## src/rtl/dp_job_sequencer_pkg.sv

```systemverilog
// Shared definitions for the DP job sequencer: default widths, the
// traceback timeout default and the controller state encoding.
package dp_job_sequencer_pkg;

  localparam int BP_WIDTH_DEF   = 2;
  localparam int LOG_N_DEF      = 7;
  localparam int TB_TIMEOUT_DEF = 65535;

  typedef enum logic [2:0] {
    ST_IDLE     = 3'd0,
    ST_NEWSEQ   = 3'd1,
    ST_LOAD_S   = 3'd2,
    ST_STREAM_T = 3'd3,
    ST_WAIT_TB  = 3'd4,
    ST_ACK      = 3'd5
  } seq_state_e;

endpackage

```

## src/rtl/dp_seq_fifo2.sv

```systemverilog
// Two-entry registered FIFO carrying reference bases toward the DP array.
// A push into a full FIFO is accepted only when a pop happens the same cycle.
module dp_seq_fifo2 #(
  parameter int W = 2
) (
  input  logic         clk,
  input  logic         rst_i,
  input  logic         push_i,
  input  logic         pop_i,
  input  logic [W-1:0] wdata_i,
  output logic [W-1:0] rdata_o,
  output logic         full_o,
  output logic         empty_o,
  output logic [1:0]   count_o
);

  logic [W-1:0] mem_q [2];
  logic         wr_ptr_q;
  logic         rd_ptr_q;
  logic [1:0]   cnt_q;
  logic         do_push;
  logic         do_pop;

  assign do_pop  = pop_i && (cnt_q != 2'd0);
  assign do_push = push_i && ((cnt_q != 2'd2) || do_pop);

  // Storage, pointers and occupancy
  always_ff @(posedge clk or posedge rst_i) begin
    if (rst_i) begin
      mem_q[0] <= '0;
      mem_q[1] <= '0;
      wr_ptr_q <= 1'b0;
      rd_ptr_q <= 1'b0;
      cnt_q    <= 2'd0;
    end else begin
      if (do_push) begin
        mem_q[wr_ptr_q] <= wdata_i;
        wr_ptr_q        <= ~wr_ptr_q;
      end
      if (do_pop) rd_ptr_q <= ~rd_ptr_q;
      cnt_q <= cnt_q + {1'b0, do_push} - {1'b0, do_pop};
    end
  end

  assign rdata_o = mem_q[rd_ptr_q];
  assign full_o  = (cnt_q == 2'd2);
  assign empty_o = (cnt_q == 2'd0);
  assign count_o = cnt_q;

endmodule

```

## src/rtl/dp_job_sequencer.sv

```systemverilog
// Runs one alignment job on the DP + traceback top: new_seq pulse, query
// load, reference streaming under DP backpressure, traceback wait with
// alignment-beat counting, then ack and a done/err completion pulse.
module dp_job_sequencer
  import dp_job_sequencer_pkg::*;
#(
  parameter int BP_WIDTH   = BP_WIDTH_DEF,
  parameter int LOG_N      = LOG_N_DEF,
  parameter int ADDR_W     = 16,
  parameter int CNT_W      = 16,
  parameter int TB_TIMEOUT = TB_TIMEOUT_DEF
) (
  input  logic                clk,
  input  logic                reset_i,
  input  logic                job_start,
  input  logic [LOG_N:0]      s_len,
  input  logic [ADDR_W-1:0]   t_len,
  output logic                job_busy,
  output logic                job_done,
  output logic                job_err,
  output logic [CNT_W-1:0]    aln_count,
  output logic [ADDR_W-1:0]   s_rd_addr,
  output logic                s_rd_en,
  input  logic [BP_WIDTH-1:0] s_rd_data,
  output logic [ADDR_W-1:0]   t_rd_addr,
  output logic                t_rd_en,
  input  logic [BP_WIDTH-1:0] t_rd_data,
  output logic [BP_WIDTH-1:0] dp_S,
  output logic                dp_s_update,
  output logic [BP_WIDTH-1:0] dp_T,
  output logic                dp_valid,
  output logic                dp_new_seq,
  output logic [LOG_N-1:0]    dp_PE_end,
  input  logic                dp_busy,
  output logic                dp_ack,
  input  logic                tb_done,
  input  logic                tb_aln_valid
);

  localparam int TMO_W = (TB_TIMEOUT > 1) ? $clog2(TB_TIMEOUT + 1) : 1;
  localparam logic [LOG_N:0] S_MAX = (LOG_N + 1)'(1) << LOG_N;

  seq_state_e          state_q, state_d;
  logic [LOG_N:0]      s_len_q;
  logic [ADDR_W-1:0]   t_len_q;
  logic [LOG_N-1:0]    pe_end_q;
  logic [ADDR_W-1:0]   s_addr_q;
  logic [ADDR_W-1:0]   t_addr_q;
  logic [ADDR_W-1:0]   t_xfer_q;
  logic                s_upd_q;
  logic                t_out_q;
  logic [TMO_W-1:0]    tmo_q;
  logic [CNT_W-1:0]    aln_q;
  logic                err_flag_q;
  logic                job_busy_q;
  logic                job_done_q;
  logic                job_err_q;

  logic                start_ok, len_bad, tmo_hit, t_pop, t_room;
  logic                s_rd_en_c, t_rd_en_c, new_seq_c, ack_c;
  logic [BP_WIDTH-1:0] t_head;
  logic                t_full, t_empty;
  logic [1:0]          t_cnt;

  // A start arriving with a completion pulse belongs to the finishing job's
  // handshake window and is dropped rather than queued.
  assign start_ok = job_start && (state_q == ST_IDLE) && !job_done_q && !job_err_q;
  assign len_bad  = (s_len == '0) || (s_len > S_MAX) || (t_len == '0);
  assign tmo_hit  = (tmo_q == TMO_W'(TB_TIMEOUT - 1));
  assign t_pop    = (state_q == ST_STREAM_T) && !t_empty && !dp_busy;
  // Occupancy is taken after this cycle's pop so a steady stream needs no bubbles.
  assign t_room   = !(t_full && !t_pop) &&
                    (({1'b0, t_cnt} + {2'b00, t_out_q} - {2'b00, t_pop}) < 3'd2);

  dp_seq_fifo2 #(.W(BP_WIDTH)) u_t_fifo (
    .clk     (clk),
    .rst_i   (reset_i),
    .push_i  (t_out_q),
    .pop_i   (t_pop),
    .wdata_i (t_rd_data),
    .rdata_o (t_head),
    .full_o  (t_full),
    .empty_o (t_empty),
    .count_o (t_cnt)
  );

  // State register
  always_ff @(posedge clk or posedge reset_i) begin
    if (reset_i) state_q <= ST_IDLE;
    else         state_q <= state_d;
  end

  // Next-state and per-state strobes
  always_comb begin
    state_d   = state_q;
    s_rd_en_c = 1'b0;
    t_rd_en_c = 1'b0;
    new_seq_c = 1'b0;
    ack_c     = 1'b0;
    unique case (state_q)
      ST_IDLE:     if (start_ok && !len_bad) state_d = ST_NEWSEQ;
      ST_NEWSEQ: begin
        new_seq_c = 1'b1;
        state_d   = ST_LOAD_S;
      end
      ST_LOAD_S: begin
        s_rd_en_c = (s_addr_q < ADDR_W'(s_len_q));
        if (s_upd_q && (s_addr_q == ADDR_W'(s_len_q))) state_d = ST_STREAM_T;
      end
      ST_STREAM_T: begin
        t_rd_en_c = (t_addr_q < t_len_q) && t_room;
        if (t_pop && (t_xfer_q == t_len_q - ADDR_W'(1))) state_d = ST_WAIT_TB;
      end
      ST_WAIT_TB:  if (tb_done || tmo_hit) state_d = ST_ACK;
      ST_ACK: begin
        ack_c   = 1'b1;
        state_d = ST_IDLE;
      end
      default:     state_d = ST_IDLE;
    endcase
  end

  // Job bookkeeping: lengths, address/beat counters, timeout, alignment count
  always_ff @(posedge clk or posedge reset_i) begin
    if (reset_i) begin
      s_len_q    <= '0;
      t_len_q    <= '0;
      pe_end_q   <= '0;
      s_addr_q   <= '0;
      t_addr_q   <= '0;
      t_xfer_q   <= '0;
      s_upd_q    <= 1'b0;
      t_out_q    <= 1'b0;
      tmo_q      <= '0;
      aln_q      <= '0;
      err_flag_q <= 1'b0;
      job_busy_q <= 1'b0;
      job_done_q <= 1'b0;
      job_err_q  <= 1'b0;
    end else begin
      job_done_q <= 1'b0;
      job_err_q  <= 1'b0;
      s_upd_q    <= s_rd_en_c;
      t_out_q    <= t_rd_en_c;
      if (s_rd_en_c) s_addr_q <= s_addr_q + ADDR_W'(1);
      if (t_rd_en_c) t_addr_q <= t_addr_q + ADDR_W'(1);
      if (t_pop)     t_xfer_q <= t_xfer_q + ADDR_W'(1);
      if (start_ok) begin
        if (len_bad) begin
          job_err_q <= 1'b1;
        end else begin
          s_len_q    <= s_len;
          t_len_q    <= t_len;
          pe_end_q   <= LOG_N'(s_len - (LOG_N + 1)'(1));
          s_addr_q   <= '0;
          t_addr_q   <= '0;
          t_xfer_q   <= '0;
          tmo_q      <= '0;
          aln_q      <= '0;
          err_flag_q <= 1'b0;
          job_busy_q <= 1'b1;
        end
      end
      if (state_q == ST_WAIT_TB) begin
        tmo_q <= tmo_q + TMO_W'(1);
        if (tb_aln_valid && (aln_q != '1)) aln_q <= aln_q + CNT_W'(1);
        if (tmo_hit && !tb_done) err_flag_q <= 1'b1;
      end
      if (state_q == ST_ACK) begin
        job_busy_q <= 1'b0;
        job_done_q <= !err_flag_q;
        job_err_q  <= err_flag_q;
        pe_end_q   <= '0;
      end
    end
  end

  assign job_busy    = job_busy_q;
  assign job_done    = job_done_q;
  assign job_err     = job_err_q;
  assign aln_count   = aln_q;
  assign s_rd_en     = s_rd_en_c;
  assign s_rd_addr   = s_rd_en_c ? s_addr_q : '0;
  assign t_rd_en     = t_rd_en_c;
  assign t_rd_addr   = t_rd_en_c ? t_addr_q : '0;
  assign dp_S        = s_upd_q ? s_rd_data : '0;
  assign dp_s_update = s_upd_q;
  assign dp_T        = t_empty ? '0 : t_head;
  assign dp_valid    = !t_empty;
  assign dp_new_seq  = new_seq_c;
  assign dp_PE_end   = pe_end_q;
  assign dp_ack      = ack_c;

endmodule

```

## config.mk

```make
export PLATFORM = sky130hd
export DESIGN_NAME = dp_job_sequencer
export DESIGN_NICKNAME = d
export VERILOG_FILES = /design/src/rtl/dp_job_sequencer_pkg.sv /design/src/rtl/dp_seq_fifo2.sv /design/src/rtl/dp_job_sequencer.sv
export SDC_FILE = /design/constraint.sdc
export NUM_CORES = 1
export LEC_CHECK = 0
export CAP_MARGIN = 30
export CORE_MARGIN = 3
export CORE_UTILIZATION = 53
export CTS_BUF_LIST = sky130_fd_sc_hd__clkbuf_2 sky130_fd_sc_hd__clkbuf_4 sky130_fd_sc_hd__clkbuf_8
export CTS_CLUSTER_DIAMETER = 120
export CTS_CLUSTER_SIZE = 14
export DETAILED_ROUTE_END_ITERATION = 8
export MAX_ROUTING_LAYER = met4
export PLACE_DENSITY = 0.89
export SLEW_MARGIN = 30
export SYNTH_ARGS = -nofsm -noshare
export SYNTH_HDL_FRONTEND = slang
export SYNTH_SLANG_ARGS = --single-unit
```

## constraint.sdc

```tcl
create_clock -name clk -period 5.4 [get_ports clk]
set_clock_uncertainty 0.05 [all_clocks]
set_input_delay 1.08 -clock clk [delete_from_list [all_inputs] [get_ports clk]]
set_output_delay 1.08 -clock clk [all_outputs]
set_load 0.01 [all_outputs]
```

Word level (Yosys, flattened, before mapping)
Index checks and enable logic that the tools add are counted.
{"block": "classes", "reduce_logical": 40, "addsub": 11, "bitwise_logic": 5, "muxes": 49, "n_lt_le_gt_ge": 7, "eq_ne": 17}
{"operator": "16-bit 2-to-1 mux", "n": 18}
{"operator": "16-bit by 1-bit adder with 16-bit output, second input constant", "n": 5}
{"operator": "7-bit 2-to-1 mux", "n": 3}
{"operator": "16-bit equality test", "n": 1}
{"operator": "16-bit equality test, second input constant", "n": 1}
{"operator": "16-bit by 8-bit equality test with 1-bit output", "n": 1}
{"operator": "1-bit logical AND", "n": 16}
{"operator": "16-bit logical NOT", "n": 1}
{"operator": "16-bit less-than comparator", "n": 1}
{"operator": "16-bit by 8-bit less-than comparator with 1-bit output", "n": 1}
{"operator": "16-bit != test, second input constant", "n": 1}
{"operator": "16-bit by 1-bit subtractor with 16-bit output, second input constant", "n": 1}
{"operator": "1-bit 2-to-1 mux", "n": 15}
{"operator": "3-bit one-hot mux with 5 select lines", "n": 1}
{"operator": "2-bit 2-to-1 mux", "n": 6}
{"operator": "3-bit 2-to-1 mux", "n": 4}
{"operator": "1-bit logical NOT", "n": 9}
{"operator": "8-bit greater-than comparator, second input constant", "n": 1}
{"operator": "8-bit logical NOT", "n": 1}
{"operator": "2-bit by 1-bit != test with 1-bit output, second input constant", "n": 4}
{"operator": "7-bit by 1-bit subtractor with 7-bit output, second input constant", "n": 1}
{"operator": "3-bit by 2-bit equality test with 1-bit output, second input constant", "n": 2}
{"operator": "3-bit equality test, second input constant", "n": 2}
{"operator": "2-bit != test, second input constant", "n": 3}
{"operator": "other kinds (19)", "n": 30}
{"block": "totals", "inputBits": 34, "output_inout_bits": 68, "ff_bits": 128, "elab_cells": 149}

Depth between registers and ports, before layout
{"block": "depth", "word_depth": 13, "mapped_depth": 14, "depth_no_buf": 11}

Cells and area by module
Synthesis repeated with hierarchy kept, for this count alone.
{"block": "hier_totals", "cells_unflattened": 813, "hier_area_um2": 7523.5}
{"mod": "dp_job_sequencer", "instances": 1, "cells_each": 784, "seq_area_each_um2": 3002.9, "area_each_um2": 7133.1}
{"mod": "dp_seq_fifo2", "instances": 1, "cells_each": 29, "seq_area_each_um2": 200.2, "area_each_um2": 390.4}

Worst setup path after synthesis
No wires, ideal clock.
{"block": "synth_timing", "kind": "in2out", "startpoint": "input dp_busy", "endpoint": "output t_rd_addr[10]", "t_required_ns": 4.270, "path_slack_ns": 0.385, "path_buffers": 1, "cell_stages": 11, "arrival_ns": 3.885, "cell_sequence": "nand4bb_1 nor2_1 ha_1 nand2b_1 fa_1 xor2_1 a2111oi_4 o211ai_1 a311oi_1 clkbuf_1 and3_1"}
{"block": "synth_between", "elab_chain_len": 9}
{"element": "start: declaration", "line": "dp_job_sequencer.sv:34", "text": "input logic dp_busy,"}
{"element": "1-bit logical NOT *", "line": "dp_job_sequencer.sv:70", "text": "assign t_pop = (state_q == ST_STREAM_T) && !t_empty && !dp_busy;"}
{"element": "1-bit logical AND *", "line": "dp_job_sequencer.sv:70"}
{"element": "parallel branches: the longest is 3 deep, another holds 3-bit by 1-bit subtractor with 3-bit output"}
{"element": "1-bit logical AND *", "line": "dp_job_sequencer.sv:72", "text": "assign t_room = !(t_full && !t_pop) &&"}
{"element": "1-bit logical AND *", "line": "dp_job_sequencer.sv:111", "text": "t_rd_en_c = (t_addr_q < t_len_q) && t_room;"}
{"element": "1-bit 2-to-1 mux *", "line": "dp_job_sequencer.sv:100", "text": "unique case (state_q)"}
{"element": "16-bit 2-to-1 mux *", "line": "dp_job_sequencer.sv:185", "text": "assign t_rd_addr = t_rd_en_c ? t_addr_q : '0;"}
{"element": "end: declaration", "line": "dp_job_sequencer.sv:25", "text": "output logic [ADDR_W-1:0] t_rd_addr,"}
Mark *: on every way between the ends.

Worst setup path after layout
{"block": "layout_timing", "startpoint": "input dp_busy", "endpoint": "output t_rd_addr[5]"}
Same word-level chain as after synthesis.

==> metrics.md <==
| Metric | Value |
|---|---|
| Most frequent cells in the layout | `128 x dfrtp_1, 87 x nand2_1, 75 x clkdlybuf4s50_1` |
| Total CTS buffers | `17` |
| Detailed placement HPWL | `around 13000 um` |
| Sequential element share of the synthesized area | `0.423` |
| Starting Density | `0.544` |
| Yosys reg bits | `128` |
| Ys Warns | `0` |
| CTS tree | `built` |
| Placed cells | `~1100` |
| Fin crit period | `5.29 ns` |
| Max transition margin | `0.435` |
| Compound-Gate Fraction of Synth Area | `0.140` |
| Cell variety after synth | `69` |
| CP startpoint kind | `input pin` |
| Vias in the first global route | `6408` |
| Xor/xnor share of the synthesized area | `0.0509` |
| Rows | `43` |
| Commonest non-fill, non-tap cell in the layout | `dfrtp_1` |
| Die W | `126 um` |
| Antenna Cells | `0` |
| Worst setup EP type | `output port` |
| Antenna Nets Post-Route | `0` |
| Top FF cell, synth | `dfrtp_1` |
| Total GRT Usage | `0.247` |
| Post-Synth Adder-Cell Area | `0.0621` |
| Number of enable flip-flop cells after synthesis | `0` |
| Max cap viols | `0` |
| WL/cell | `between 15 and 20 um` |
| Final Max Slew Viols | `0` |
| Pwr Density | `roughly 420 mW/mm^2` |
| CP Class | `in -> out` |
| Finished Layout Cells | `1127` |
| Worst ir drop on vdd | `0.401 mV` |
| Layout cells sized above 1 | `0.101` |
| Final Power | `3.90 mW` |
| Final nets | `between 1000 and 1500` |
| Synth Area in Simple Gates | `0.253` |
| Tightest Pin Transition | `roughly 0.85 ns` |
| Layout area overhead | `21.5%` |
| Largest family of logic cells by synthesized area | `simple AND/OR/NAND/NOR gates` |
| WL final | `18800 um` |
| Largest net degree at the start of global routing | `90` |
| Outcome | `completed` |
| Asr flop ratio synth | `1.00` |
| Clock-pin slew of the registers on the worst-case setup and hold paths | `0.07 ns` |
| Remaining global-route overflow | `0` |
| Fin. Hold Viols | `0` |
| Via density | `6.05` |
| Via count | `around 6800` |
| Die area | `0.0158 sq mm` |
| IO buf count | `93` |
| CTS max path bufs | `2` |
| Initial antenna violation count | `0` |
| Post-synthesis mux area share | `0.0231` |
| DRT Pass-1 Iters | `5` |
| CTS HTree Levels | `4` |
| FMAX | `189 MHz` |
| Gp weighted congestion | `a little under 0.9` |
| Core Region | `0.0139 sq mm` |
| Required @ worst endpoint | `roughly 4.3 ns` |
| Setup Viol. Count Final | `0` |
| Mapped Cells | `842` |
| Worst skew pair latency | `0.45 ns` |
| Pleak | `4.07 nW` |
| DR iter-0 viols | `657` |
| Cell area after synthesis | `0.00758 sq mm` |
| Root buf cell | `clkbuf_8` |
| Worst hold-check path type | `reg -> reg` |
| # IOs | `102` |
| RSZ-0062 raised after global routing | `false` |
| Syn_area_per_cell | `9.00 sq um` |
| Final Cycle Share | `0.979` |
| Hold WS | `0.424 ns` |
| # hold bufs at CTS | `0` |
| Die Y | `126 um` |
| Hold path depth | `1` |
| Multi-input gate area | `0.00411 sq mm` |
| R2R depth | `14` |
| Residual DRC count | `0` |
| Worst Path Arrival | `4.16 ns` |
| CTS sink cnt | `128` |
| CP Max Fanout | `3` |
| Fillers | `~1100` |
| Reg area | `0.00320 sq mm` |
| First-pass GRT wire length | `31400 um` |
report_power, final:
part | internal (mW) | total, mW | switching [mW]
Clock | 0.614 | 0.996 | 0.382
Sequential | 1.19 | 1.50 | 0.314
Combinational | 0.689 | 1.41 | 0.716
Total | 2.49 | 3.90 | 1.41
per-stage QoR:
stage	TNS, ns	worst slack [ns]	area (sq um)	utilization
2_1_floorplan	0	0.385	7600	-
4_1_cts	0	0.00615	9170	0.658
6_report	0	0.111	9210	0.661
5_1_grt	0	0.00880	9210	0.661
3_3_place_gp	-3.67	-0.228	8630	0.619
3_5_place_dp	-4.30	-0.282	8630	0.619
flip-flops by register name, indices dropped and copies added, names as in the netlist:
name and count:
u_t_fifo.count_o 2, dp_PE_end 7, job_err 1, u_t_fifo.wr_ptr_q 1, t_xfer_q 16, job_done 1
job_busy 1, u_t_fifo.rd_ptr_q 1, dp_s_update 1, t_addr_q 16, err_flag_q 1, t_len_q 16
s_len_q 8, tmo_q 16, t_out_q 1, state_q 3, u_t_fifo.mem_q 4, s_addr_q 16
aln_count 16
path summary, 6_finish.rpt:
check | to | start | slack (ns)
max in group asynchronous | t_xfer_q[5] | reset_i | 3.41
worst min-delay path | job_done | err_flag_q | 0.42
worst min register to register | job_done | err_flag_q | 0.42
worst max-delay path | t_rd_addr[5] | dp_busy | 0.11
min in group asynchronous | tmo_q[14] | reset_i | 1.11
worst max register to register | t_addr_q[10] | state_q[0] | 1.30
logic make-up (layout without fill, tap and decap cells):
logic type	Yosys count	in the layout
adder cells (fa/ha/maj)	37	37
AND/OR/NAND/NOR	362	362
AO/OA/AOI/OAI	167	167
flip-flops	128	128
buffers and inverters	86	184
other	1	8
XOR/XNOR	44	44
multiplexers	17	17
metal layers:
metal  vias to the layer above  track usage  wire [um]
met5                         -            -          0
met4                         0       0.0670        257
met3                        34       0.0585       1260
met2                       273        0.378       8960
met1                      3304        0.332       8350
li1                       3208            -          -
cell type report:
cell class	count	area share
Multi-Input combinational cell	635	0.447
Sequential cell	128	0.348
Timing Repair Buffer	114	0.113
Clock buffer	20	0.0285
Tap cell	180	0.0245
Clock inverter	10	0.0228
Inverter	40	0.0169
synth_stat cells, types with 5 or more instances:
cell | n | share of area
xor2_1 | 17 | 0.020
or3_1 | 7 | 0.0058
nand4_1 | 32 | 0.026
nand2_1 | 87 | 0.043
nor2b_1 | 5 | 0.0041
dfrtp_1 | 128 | 0.42
buf_1 | 5 | 0.0025
buf_4 | 8 | 0.0079
o31ai_1 | 20 | 0.020
and2_1 | 11 | 0.0091
xnor2_1 | 27 | 0.031
nor2_1 | 56 | 0.028
and3_1 | 35 | 0.029
nor3b_1 | 5 | 0.0050
nand3_1 | 42 | 0.028
or4_1 | 15 | 0.015
mux2i_1 | 13 | 0.017
nor4_1 | 14 | 0.012
nand2b_1 | 11 | 0.0091
inv_1 | 40 | 0.020
a21oi_1 | 30 | 0.020
clkbuf_1 | 28 | 0.014
nor3_1 | 21 | 0.014
o211ai_1 | 8 | 0.0079
ha_1 | 36 | 0.059
o21ai_0 | 68 | 0.045
critical path, stage by stage:
cell       delay (ns)
clkbuf_2         0.10
nand4bb_4        0.24
nor2_4           0.15
ha_4             0.20
nand2b_4         0.13
fa_2             0.51
nand3b_1         0.12
a2111oi_4        0.34
o211ai_1         0.18
a311oi_2         0.41
buf_4            0.20
buf_4            0.11
buf_4            0.10
and3_4           0.18
buf_6            0.10
repair_timing:
action / 4_1_cts / 5_1_grt
resized for setup: 26 / 41
setup endpoints to repair: 17 / 17
cloned: 2 / 0
hold endpoints to repair: 0 / 0
pin swaps: 4 / 6
buffers inserted: 9 / 1
Note: power is estimated with default switching activity, not from simulation.
